[src/rtl/uart_alu_ctrl.sv]
`timescale 1ns/1ps
// Command packet engine behind the UART byte streams: parses opcode/len headers,
// echoes payloads or reduces 32-bit little-endian words (ADD/XOR), and answers on TX.
module uart_alu_ctrl #(
    parameter int DATA_WIDTH = 8
) (
    input  logic                  clk_i,
    input  logic                  reset_i,
    input  logic [DATA_WIDTH-1:0] rx_tdata,
    input  logic                  rx_tvalid,
    output logic                  rx_tready,
    output logic [DATA_WIDTH-1:0] tx_tdata,
    output logic                  tx_tvalid,
    input  logic                  tx_tready,
    output logic                  busy_o,
    output logic                  err_o
);

    localparam logic [7:0] OP_ECHO = 8'hEC;
    localparam logic [7:0] OP_ADD  = 8'hA0;
    localparam logic [7:0] OP_XOR  = 8'hA1;
    localparam logic [7:0] ERR_BYTE = 8'hEE;

    typedef enum logic [2:0] {
        S_HDR,
        S_ECHO,
        S_OPND,
        S_RESP,
        S_DRAIN,
        S_ERR
    } state_t;

    state_t      state;
    state_t      state_n;
    logic [1:0]  hdr_cnt;
    logic [7:0]  opcode;
    logic [7:0]  len_lo;
    logic [15:0] rem;
    logic [31:0] acc;
    logic [31:0] word;
    logic [1:0]  wcnt;
    logic [2:0]  out_cnt;

    logic [15:0] len_full;
    logic [15:0] rem_hdr;
    logic [31:0] word_full;
    logic        tx_free;
    logic        tx_load;
    logic [7:0]  tx_load_data;
    logic        rx_fire;

    // Handshake: a beat moves on a rising edge when valid && ready; the TX register
    // is a single-entry buffer that may be refilled in the same cycle it drains.
    assign tx_free   = !tx_tvalid || tx_tready;
    assign len_full  = {rx_tdata, len_lo};
    assign rem_hdr   = len_full - 16'd4;
    assign word_full = {rx_tdata, word[31:8]};
    assign rx_fire   = rx_tvalid && rx_tready;
    assign busy_o    = (state != S_HDR) || tx_tvalid;

    always_ff @(posedge clk_i) begin
        if (!reset_i) begin
            state <= S_HDR;
        end else begin
            state <= state_n;
        end
    end

    always_comb begin
        state_n      = state;
        rx_tready    = 1'b0;
        tx_load      = 1'b0;
        tx_load_data = 8'h00;
        case (state)
            S_HDR: begin
                rx_tready = 1'b1;
                if (rx_tvalid && hdr_cnt == 2'd3) begin
                    if (len_full < 16'd4) begin
                        state_n = S_ERR;
                    end else if (opcode == OP_ECHO) begin
                        state_n = (rem_hdr == 16'd0) ? S_HDR : S_ECHO;
                    end else if (opcode == OP_ADD || opcode == OP_XOR) begin
                        if (rem_hdr == 16'd0)           state_n = S_ERR;
                        else if (rem_hdr[1:0] != 2'b00) state_n = S_DRAIN;
                        else                            state_n = S_OPND;
                    end else begin
                        state_n = (rem_hdr == 16'd0) ? S_ERR : S_DRAIN;
                    end
                end
            end
            S_ECHO: begin
                // Stall RX whenever the echoed byte would have nowhere to go.
                rx_tready = tx_free;
                if (rx_tvalid && tx_free) begin
                    tx_load      = 1'b1;
                    tx_load_data = rx_tdata[7:0];
                    if (rem == 16'd1) state_n = S_HDR;
                end
            end
            S_OPND: begin
                rx_tready = 1'b1;
                if (rx_tvalid && rem == 16'd1) state_n = S_RESP;
            end
            S_RESP: begin
                if (!out_cnt[2] && tx_free) begin
                    tx_load      = 1'b1;
                    tx_load_data = acc[{out_cnt[1:0], 3'b000} +: 8];
                end
                if (out_cnt == 3'd4 && tx_tvalid && tx_tready) state_n = S_HDR;
            end
            S_DRAIN: begin
                rx_tready = 1'b1;
                if (rx_tvalid && rem == 16'd1) state_n = S_ERR;
            end
            S_ERR: begin
                if (out_cnt == 3'd0 && tx_free) begin
                    tx_load      = 1'b1;
                    tx_load_data = ERR_BYTE;
                end
                if (out_cnt == 3'd1 && tx_tvalid && tx_tready) state_n = S_HDR;
            end
            default: state_n = S_HDR;
        endcase
        if (!reset_i) rx_tready = 1'b0;
    end

    always_ff @(posedge clk_i) begin
        if (!reset_i) begin
            hdr_cnt   <= 2'd0;
            opcode    <= 8'h00;
            len_lo    <= 8'h00;
            rem       <= 16'd0;
            acc       <= 32'd0;
            word      <= 32'd0;
            wcnt      <= 2'd0;
            out_cnt   <= 3'd0;
            tx_tdata  <= '0;
            tx_tvalid <= 1'b0;
            err_o     <= 1'b0;
        end else begin
            err_o <= (state == S_ERR) && tx_load;

            if (tx_load) begin
                tx_tdata  <= tx_load_data;
                tx_tvalid <= 1'b1;
            end else if (tx_tready) begin
                tx_tvalid <= 1'b0;
            end

            if (rx_fire) begin
                case (state)
                    S_HDR: begin
                        hdr_cnt <= hdr_cnt + 2'd1;
                        case (hdr_cnt)
                            2'd0: opcode <= rx_tdata[7:0];
                            2'd2: len_lo <= rx_tdata[7:0];
                            2'd3: begin
                                rem  <= rem_hdr;
                                acc  <= 32'd0;
                                wcnt <= 2'd0;
                            end
                            default: ;
                        endcase
                    end
                    S_OPND: begin
                        word <= word_full;
                        wcnt <= wcnt + 2'd1;
                        rem  <= rem - 16'd1;
                        if (wcnt == 2'd3) begin
                            acc <= (opcode == OP_XOR) ? (acc ^ word_full) : (acc + word_full);
                        end
                    end
                    S_ECHO, S_DRAIN: rem <= rem - 16'd1;
                    default: ;
                endcase
            end

            // out_cnt counts response bytes loaded; it is only live in RESP/ERR.
            if (tx_load && (state == S_RESP || state == S_ERR)) begin
                out_cnt <= out_cnt + 3'd1;
            end else if (state_n == S_HDR) begin
                out_cnt <= 3'd0;
            end
        end
    end

endmodule

[config.mk]
export PLATFORM = sky130hd
export DESIGN_NAME = uart_alu_ctrl
export DESIGN_NICKNAME = d
export VERILOG_FILES = /design/src/rtl/uart_alu_ctrl.sv
export SDC_FILE = /design/constraint.sdc
export NUM_CORES = 1
export LEC_CHECK = 0
export BUFFER_PORTS_ARGS = -buffer_cell sky130_fd_sc_hd__buf_4
export CELL_PAD_IN_SITES_DETAIL_PLACEMENT = 1
export CELL_PAD_IN_SITES_GLOBAL_PLACEMENT = 2
export CORE_MARGIN = 2
export CORE_UTILIZATION = 34
export CTS_CLUSTER_SIZE = 30
export DETAILED_ROUTE_END_ITERATION = 8
export PLACE_DENSITY = 0.82
export SLEW_MARGIN = 30
export SYNTH_ARGS = -nofsm -noshare
export SYNTH_HDL_FRONTEND = slang
export SYNTH_SLANG_ARGS = --single-unit
[constraint.sdc]
create_clock -name clk_i -period 2.59 [get_ports clk_i]
set_input_delay 0.3885 -clock clk_i [delete_from_list [all_inputs] [get_ports clk_i]]
set_output_delay 0.3885 -clock clk_i [all_outputs]
set_load 0.1 [all_outputs]
# Word-level counts from Yosys, hierarchy flattened
# Index checks and enable logic that the tools add are counted.
dict set report word_totals {
  word_cells 112
  register_bits 116
}
dict set report classes {
  muxes 37
  shift 1
  reduce_logical 38
  n_eq_ne 16
  n_addsub 6
  order_cmp 1
  bitwise_logic 1
}
# operator count
set op_table {}
lappend op_table {{$mux 32} 3}
lappend op_table {{$pmux 32 s2} 1}
lappend op_table {{$mux 3} 14}
lappend op_table {{$add 32x32->32} 1}
lappend op_table {{$pmux 16 s2} 1}
lappend op_table {{$shiftx 32x6->8} 1}
lappend op_table {{$xor 32x32->32} 1}
lappend op_table {{$eq 8x8->1 const B} 3}
lappend op_table {{$mux 8} 3}
lappend op_table {{$pmux 8 s3} 1}
lappend op_table {{$pmux 3 s6} 1}
lappend op_table {{$eq 16x1->1 const B} 1}
lappend op_table {{$logic_not 16->1} 1}
lappend op_table {{$lt 16x3->1 const B} 1}
lappend op_table {{$mux 16} 1}
lappend op_table {{$sub 16x1->16 const B} 1}
lappend op_table {{$sub 16x3->16 const B} 1}
lappend op_table {{$logic_and 1x1->1} 12}
lappend op_table {{$reduce_and 3->1} 4}
lappend op_table {{$reduce_bool 2->1} 5}
lappend op_table {{$eq 3x3->1 const B} 3}
lappend op_table {{$logic_not 3->1} 3}
lappend op_table {{$mux 1} 8}
lappend op_table {{$eq 2x2->1 const B} 3}
lappend op_table {{other kinds (16)} 26}

# Depth between registers and ports, before layout
# Gate-level depths: netlist of the first run.
dict set report depth {
  word_depth 12
  depth_mapped 10
}

# Worst setup path before layout of the first run
# OpenSTA, ideal clock, no wires.
dict set report synth_path {
  path_type {reg2reg}
  from {register tx_tvalid}
  to {register rem[0]}
  stages_incl_launch_ff 10
  path_buffers 1
  slack_ps -834
  period_less_slack_ps 3424
  t_arrival_ps 3353
  cell_sequence {dfxtp_1 -> nand2b_1 -> a31oi_1 -> nor2_1 -> nand2_1 -> or2_2 -> clkbuf_1 -> nor3_1 -> a21oi_1 -> a21oi_1}
}
dict set report synth_via {
  elab_chain_cells 6
}
# element line_no
set synth_rtl {}
lappend synth_rtl {{from (decl)} 13} ;# output logic tx_tvalid,
lappend synth_rtl {{from (signal assigned)} 138} ;# tx_tvalid <= 1'b0;
lappend synth_rtl {{from (signal assigned)} 145} ;# tx_tvalid <= 1'b1;
lappend synth_rtl {{from (signal assigned)} 147} ;# tx_tvalid <= 1'b0;
lappend synth_rtl {{$logic_not 1->1} 54} ;# assign tx_free = !tx_tvalid || tx_tready;
lappend synth_rtl {{$logic_or 1x1->1} 54}
lappend synth_rtl {{$pmux 1 s2} 74} ;# case (state)
lappend synth_rtl {{$mux 1} 124} ;# if (!reset_i) rx_tready = 1'b0;
lappend synth_rtl {{via rx_tready} 11} ;# output logic rx_tready,
lappend synth_rtl {{$logic_and 1x1->1} 58} ;# assign rx_fire = rx_tvalid && rx_tready;
lappend synth_rtl {{$reduce_and 3->1 (no line)} -}
lappend synth_rtl {{to (signal assigned)} 158} ;# rem <= rem_hdr;
lappend synth_rtl {{to (signal assigned)} 168} ;# rem <= rem - 16'd1;
lappend synth_rtl {{to (signal assigned)} 173} ;# S_ECHO, S_DRAIN: rem <= rem - 16'd1;
lappend synth_rtl {{to (decl)} 38} ;# logic [15:0] rem;
# The timed path passes the listed nets, and every way through them passes these cells.
# A chain may end at the register's enable or synchronous reset.

# Final worst setup path of the first run
dict set report layout_path {
  from {register acc[2]}
  to {register acc[31]}
}
dict set report layout_via {
  elab_chain_cells 4
}
# element line_no
set layout_rtl {}
lappend layout_rtl {{from (decl)} 39} ;# logic [31:0] acc;
lappend layout_rtl {{from (signal assigned)} 170} ;# acc <= (opcode == OP_XOR) ? (acc ^ word_full) : (acc + word_full);
lappend layout_rtl {{$add 32x32->32} 170}
lappend layout_rtl {{$mux 32} 170}
lappend layout_rtl {{$mux 32} 169} ;# if (wcnt == 2'd3) begin
lappend layout_rtl {{$pmux 32 s2} 151} ;# case (state)
# No other way between the ends. The select of a mux whose other input is x is not followed.

==> results of run 1 <==
## worst min path at each step
stage                             startpoint                       end  slack (ns)
finish                           rx_tdata[4]     word[28]$_SDFFE_PN0P_        0.34
global route                     rx_tdata[4]     word[28]$_SDFFE_PN0P_        0.35
detailed placement  tx_tdata[5]$_SDFFE_PN0P_  tx_tdata[5]$_SDFFE_PN0P_        0.45
CTS                              rx_tdata[4]     word[28]$_SDFFE_PN0P_        0.32
floorplan               rem[11]$_SDFFE_PN0P_      rem[11]$_SDFFE_PN0P_        0.43
global placement    tx_tdata[3]$_SDFFE_PN0P_  tx_tdata[3]$_SDFFE_PN0P_        0.45
## per-stage QoR
stage / setup slack, ns / utilization, % / instance area [um^2] / total power, uW
2_1_floorplan: 0.1636 / - / 7029 / 1857
3_3_place_gp: -0.06361 / 39.02 / 7896 / 1953
3_5_place_dp: -0.1198 / 39.05 / 7901 / 1954
4_1_cts: -0.003377 / 40.54 / 8203 / 3348
5_1_grt: -0.01482 / 41.18 / 8333 / 3432
6_report: 0.09764 / 41.18 / 8333 / 3308
## kinds of logic (layout without fill, tap and decap cells)
kind of cell | Yosys count | in the layout
DFF | 108 | 108
and+or+nand+nor | 356 | 356
AOI/OAI and AO/OA | 252 | 252
muxes | 29 | 29
xor gates and xnor gates | 42 | 42
adders and majority gates | 43 | 43
buffers and inverters | 76 | 137
## layout make-up
type                       instances  area share, %
multi-input combinational        722          56.07
tap                              270          4.054
clock inverter                     7         0.6757
timing repair buffer             102          9.640
clock buffer                       9          2.703
inverter                          19         0.8559
sequential                       108          26.01
## what timing repair did
action / 4_1_cts / 5_1_grt
resized for setup: 5 / 21
pin swaps: 3 / 12
hold buffers: 0 / 0
setup endpoints to repair: 9 / 23
buffers inserted: 0 / 2
## power by group through the flow
stage | clock, uW | combinational [uW] | sequential, uW
3_3_place_gp | 0 | 237 | 1720
6_report | 1390 | 243 | 1680
3_5_place_dp | 0 | 238 | 1720
4_1_cts | 1430 | 239 | 1680
5_1_grt | 1490 | 264 | 1680
2_1_floorplan | 0 | 143 | 1710
## Yosys cell counts (18+ instances only)
cell | n | area [um^2]
a21o_1 | 20 | 150.1
a21oi_1 | 89 | 445.4
clkbuf_1 | 44 | 165.2
dfxtp_1 | 108 | 2162
ha_1 | 42 | 525.5
inv_1 | 18 | 67.56
mux2i_1 | 21 | 210.2
nand2_1 | 131 | 491.7
nand3_1 | 23 | 115.1
nor2_1 | 87 | 326.6
nor3_1 | 27 | 135.1
o21ai_0 | 59 | 295.3
xnor2_1 | 27 | 236.5
## metal layers
layer / vias up / global-route usage, % / share of wire, % / routed length [um]
met2: 126 / 35.58 / 45 / 10770
met1: 3384 / 32.22 / 49 / 11850
li1: 3374 / - / - / -
met3: 29 / 3.241 / 3.7 / 883
met4: 0 / 6.106 / 1.9 / 463
met5: - / 0 / 0 / 0
## critical path, delay by kind of cell (launching register included)
kind / cells / cell delay [ns]
fa+ha+maj: 1 / 0.35
flops: 1 / 0.33
mux: 1 / 0.12
compound gates: 7 / 1.56
## state kept, by name (all words and copies together) (netlist names)
register and cells:
word 24, len_lo 8, err_o 1, wcnt 2, tx_tdata 8, hdr_cnt 2, rem 16, out_cnt 3
acc 32, state 3, tx_tvalid 1, opcode 8
==> run_results.csv, run 1 <==
group,metric,value,unit
worst_hold_path,min_delay_path_depth,3,
critical_path,crit_fanout,3,
critical_path,cp_slowest_cell,"o211ai_1",
power,swShare,26.55,%
yosys,syn_nets,961,
critical_path,crit_end,"acc[31]$_SDFFE_PN0P_",
floorplan,die_w,147.7,um
outcome,outcome,"finished, final reports clean",
power,power_frac_seq,50.7,%
sta,slew_headroom,57.68,%
critical_path,endpoint_kind,"flip-flop",
grt,grt_max_degree,85,
sta,fin_setup_tns,0,ns
sta,period_needed,2.492,ns
yosys,ys_ff_latch,108,
critical_path,rr_startpoint,"acc[2]$_SDFFE_PN0P_",
yosys,ys_seq_area_share,30.80,%
critical_path,slowest_delay,0.42,ns
critical_path,r2r-end,"acc[31]$_SDFFE_PN0P_",
clocking,cts.path.max_buffers,2,
finish,antenna_cells,0,
yosys,synth.area.mux_share,5.561,%
floorplan,core_region_area,20230,um^2
sta,hold_viol_final,0,
power,p_leak,0.003365,uW
sta,fin_skew,0.01515,ns
critical_path,cp.arrival,2.73,ns
detailed_routing,remaining_drc_errors,0,
finish,areaGrowthSynthToFinish,18.70,%
worst_hold_path,hold_class,"primary input to flip-flop",
critical_path,crit_path_start_kind,"flip-flop",
finish,finalNonFillerCells,1237,
detailed_routing,dr.pass1.iters,5,
yosys,synth_edf_count,0,
critical_path,reg2reg_slack,0.1,ns
power,combinationalPowerShare,7.3,%
sta,hold_slack,0.3382,ns
yosys,avgSynthCellArea,7.749,um^2
detailed_routing,first_iter_violations,446,
clocking,cts_root_buffer,"clkbuf_16",
floorplan,initial_core_util,34.70,%
yosys,synth-compound-area-share,21.97,%
placement,hpwl,17.88,mm
clocking,cts_tree,"yes",
yosys,synth_top_family_by_area,"simple AND/OR/NAND/NOR gates",
clocking,clkTransAtPathRegs,0.08,ns
power,p_switching,878.4,uW
yosys,synthFlopType,"dfxtp_1",
yosys,synthAdderAreaFrac,7.770,%
yosys,netlist_instances,906,
sta,max_freq,401.2,MHz
finish,nFillCells,2472,
sta,post-route-period-util,96.23,%
sta,rsz0062_at_grt,"true",
clocking,cts.sink_count,108,
grt,track_usage,22.55,%
yosys,synthesis.area,7020,um^2
clocking,clk_latency,0.37,ns
yosys,async_flop_share,0,%
finish,multi_input_area,4672,um^2
placement,portBuffers,23,
sta,finalSetupViolations,0,
finish,drive_gt1_share,17.48,%
power,power.internal,2429,uW
grt,grt_pass1_wl,38.78,mm
finish,final_cell_mix,"130 x nand2_1, 104 x dfxtp_1, 99 x buf_4, 87 x a21oi_1, 85 x nor2_1",
sta,slew_violations,0,
grt,grt_antenna_before_repair,0,
grt,grt_pass1_vias,6862,
critical_path,r2r_cells,9,
detailed_routing,wl_per_cell,19.38,um
yosys,synth_xor_area_share,5.240,%
clocking,numCtsBuffers,9,
detailed_routing,final_antenna_net_count,0,
detailed_routing,num_vias,6913,
finish,nNetsFinal,1017,
critical_path,critPathKind,"flip-flop to flip-flop",
floorplan,die_h,147.7,um
clocking,cts-htree-levels,3,
flow_run,cap_violations,0,
detailed_routing,wl,23.97,mm
critical_path,crit_start,"acc[2]$_SDFFE_PN0P_",
power,clockPowerShare,42.0,%
yosys,yosys.cell_types.count,69,
yosys,yosys.area_share.simple,24.11,%
detailed_routing,vias_per_cell,5.589,
yosys,yosys_warnings,0,
critical_path,crit_chain,"ha_2 > o211ai_1 > o211ai_1 > a31oi_2 > a211o_1 > o211ai_1 > mux2i_1 > a211oi_1 > o31ai_1",
grt,overflow,0,
finish,final_common_cell,"nand2_1",
critical_path,crit_top_cell,"o211ai_1",
finish,regArea,2167,um^2
floorplan,num_rows,52,
floorplan,die-area,21810,um^2
sta,tightestPinTransition,0.6314,ns
critical_path,crit_required,2.83,ns
placement,routabilityCongestion,0.8379,
power,vdd_drop_max,0.0002710,V
floorplan,pin_count,24,
power,power_density,396.9,nW/um^2
placement,place_inst,1218,
(Power assumes the default switching activity.)
==> run 2: changes to the inputs <==
Settings changed: CORE_ASPECT_RATIO set to 0.75, SETUP_SLACK_MARGIN set to 0.5.
==> run 2 against run 1 <==
Clock skew down 0.0036 ns. Utilization up 3.2 points. Clock power up 9%. Cell count down 0.57%. Routed wire length up 11%. Critical path depth up 1. Design area up 8.0%. Combinational power up 6%.
==> run_results.csv, run 2 (same netlist as run 1, synthesis figures left out) <==
group,metric,value,unit
finish,largest_reg_flops,32,
critical_path,crit_path_start_kind,"flip-flop",
floorplan,num_rows,45,
critical_path,critPathKind,"flip-flop to flip-flop",
power,finalPower,3453,uW
finish,drive_gt1_share,27.37,%
placement,routabilityCongestion,0.8778,
clocking,clkTransAtPathRegs,0.09,ns
sta,fin_skew,0.01158,ns
critical_path,crit_family,"compound AO/OA/AOI/OAI gates",
grt,grt_pass1_vias,6922,
critical_path,worst-path-buf-inv,0,
outcome,outcome,"finished, final reports clean",
clocking,clk_latency,0.37,ns
sta,rsz0062_at_grt,"true",
floorplan,core_region_area,20270,um^2
finish,reg_top3,"acc (32), word (24), rem (16)",
sta,slew_violations,0,
detailed_routing,first_iter_violations,618,
critical_path,crit_chain,"ha_4 > fa_2 > a21o_1 > a221oi_2 > o21ai_2 > a31o_4 > a21oi_4 > o22ai_2 > mux2i_1 > nand3_1",
sta,post-route-period-util,94.05,%
clocking,cts-htree-levels,3,
floorplan,die-area,21830,um^2
detailed_routing,wl_per_cell,21.59,um
sta,slew_headroom,47.00,%
critical_path,endpoint_kind,"flip-flop",
sta,postLayoutSetupSlackWorst,0.1541,ns
worst_hold_path,hold_class,"primary input to flip-flop",
grt,track_usage,24.65,%
clocking,cts.sink_count,108,
placement,pre_cts_slack,0.08200,ns
detailed_routing,wl,26.56,mm
clocking,cts.path.max_buffers,2,
placement,hpwl,18.89,mm
detailed_routing,num_vias,7194,
detailed_routing,remaining_drc_errors,0,
finish,nNetsFinal,1022,
finish,top_register,"acc",
critical_path,cp.arrival,2.69,ns
clocking,numCtsBuffers,9,
placement,portBuffers,23,
grt,grt_max_degree,70,
floorplan,pin_count,24,
power,power_density,383.8,nW/um^2
finish,final_common_cell,"nand2_1",
finish,areaGrowthSynthToFinish,28.16,%
finish,final_cell_mix,"126 x nand2_1, 99 x buf_4, 82 x nor2_1, 82 x dfxtp_1, 80 x a21oi_1",
finish,antenna_cells,0,
power,p_leak,0.003462,uW
detailed_routing,vias_per_cell,5.849,
sta,fin_setup_tns,0,ns
sta,max_freq,410.5,MHz
sta,period_needed,2.436,ns
sta,hold_viol_final,0,
sta,tightestPinTransition,0.7950,ns
sta,finalSetupViolations,0,
detailed_routing,final_antenna_net_count,0,
grt,grt_antenna_before_repair,0,
clocking,cts_root_buffer,"clkbuf_16",
detailed_routing,dr.pass1.iters,5,
critical_path,crit_fanout,4,
floorplan,die_w,169.9,um
critical_path,slowest_delay,0.35,ns
floorplan,initial_core_util,34.64,%
grt,grt_pass1_wl,41.21,mm
clocking,cts_tree,"yes",
power,vdd_drop_max,0.0002659,V
grt,overflow,0,
critical_path,crit_required,2.85,ns
flow_run,cap_violations,0,
critical_path,cp_slowest_cell,"fa_2",
floorplan,die_h,128.4,um
run 2: repair_timing:
item                       4_1_cts  5_1_grt
hold buffers                     0        0
pin swaps                       38       28
buffers inserted                13        8
gates resized for setup         81       64
setup endpoints to repair       44       52
run 2: routing by layer:
layer	wire length (um)	vias to the layer above	global-route usage, %
met5	0	-	0
met3	1831	26	4.552
met4	432	0	5.530
li1	-	3378	-
met1	13290	3554	37.46
met2	11010	236	35.97
run 2: final timing paths:
kind / start / endpoint / slack [ns] / cells past startpoint
max: word[8]$_SDFFE_PN0P_ / acc[30]$_SDFFE_PN0P_ / 0.15 / 10
min: rx_tdata[3] / word[27]$_SDFFE_PN0P_ / 0.35 / 3
max reg2reg: word[8]$_SDFFE_PN0P_ / acc[30]$_SDFFE_PN0P_ / 0.15 / 10
min reg2reg: tx_tdata[3]$_SDFFE_PN0P_ / tx_tdata[3]$_SDFFE_PN0P_ / 0.46 / 2
run 2: worst reg2reg max path, stage by stage (launching register included):
cell,delay (ns)
dfxtp_2,0.34
ha_4,0.16
fa_2,0.35
a21o_1,0.19
a221oi_2,0.30
o21ai_2,0.16
a31o_4,0.28
a21oi_4,0.23
o22ai_2,0.10
mux2i_1,0.15
nand3_1,0.08
run 2: area by class of cell:
class	count	area [um^2]
fill	2403	11270
multi-input combinational	722	5216
sequential	108	2212
timing repair buffer	107	867.1
tap	258	322.8
clock buffer	10	239.0
inverter	19	71.32
clock inverter	6	68.82
run 2: per-stage QoR:
stage	util, %	cells	cell area (um^2)	hold slack, ns
after floorplan	-	906	7169	0.4308
after global placement	38.99	1193	7903	0.4454
after detailed placement	38.99	1193	7903	0.4488
after CTS	42.91	1222	8697	0.3431
after global routing	44.39	1230	8997	0.3566
final	44.39	1230	8997	0.3534
run 2: where the power goes:
group          switching [uW]  leakage [uW]  internal, uW
combinational             164       0.00243          93.2
sequential               9.44      0.000886          1660
clock                     735      0.000150           789
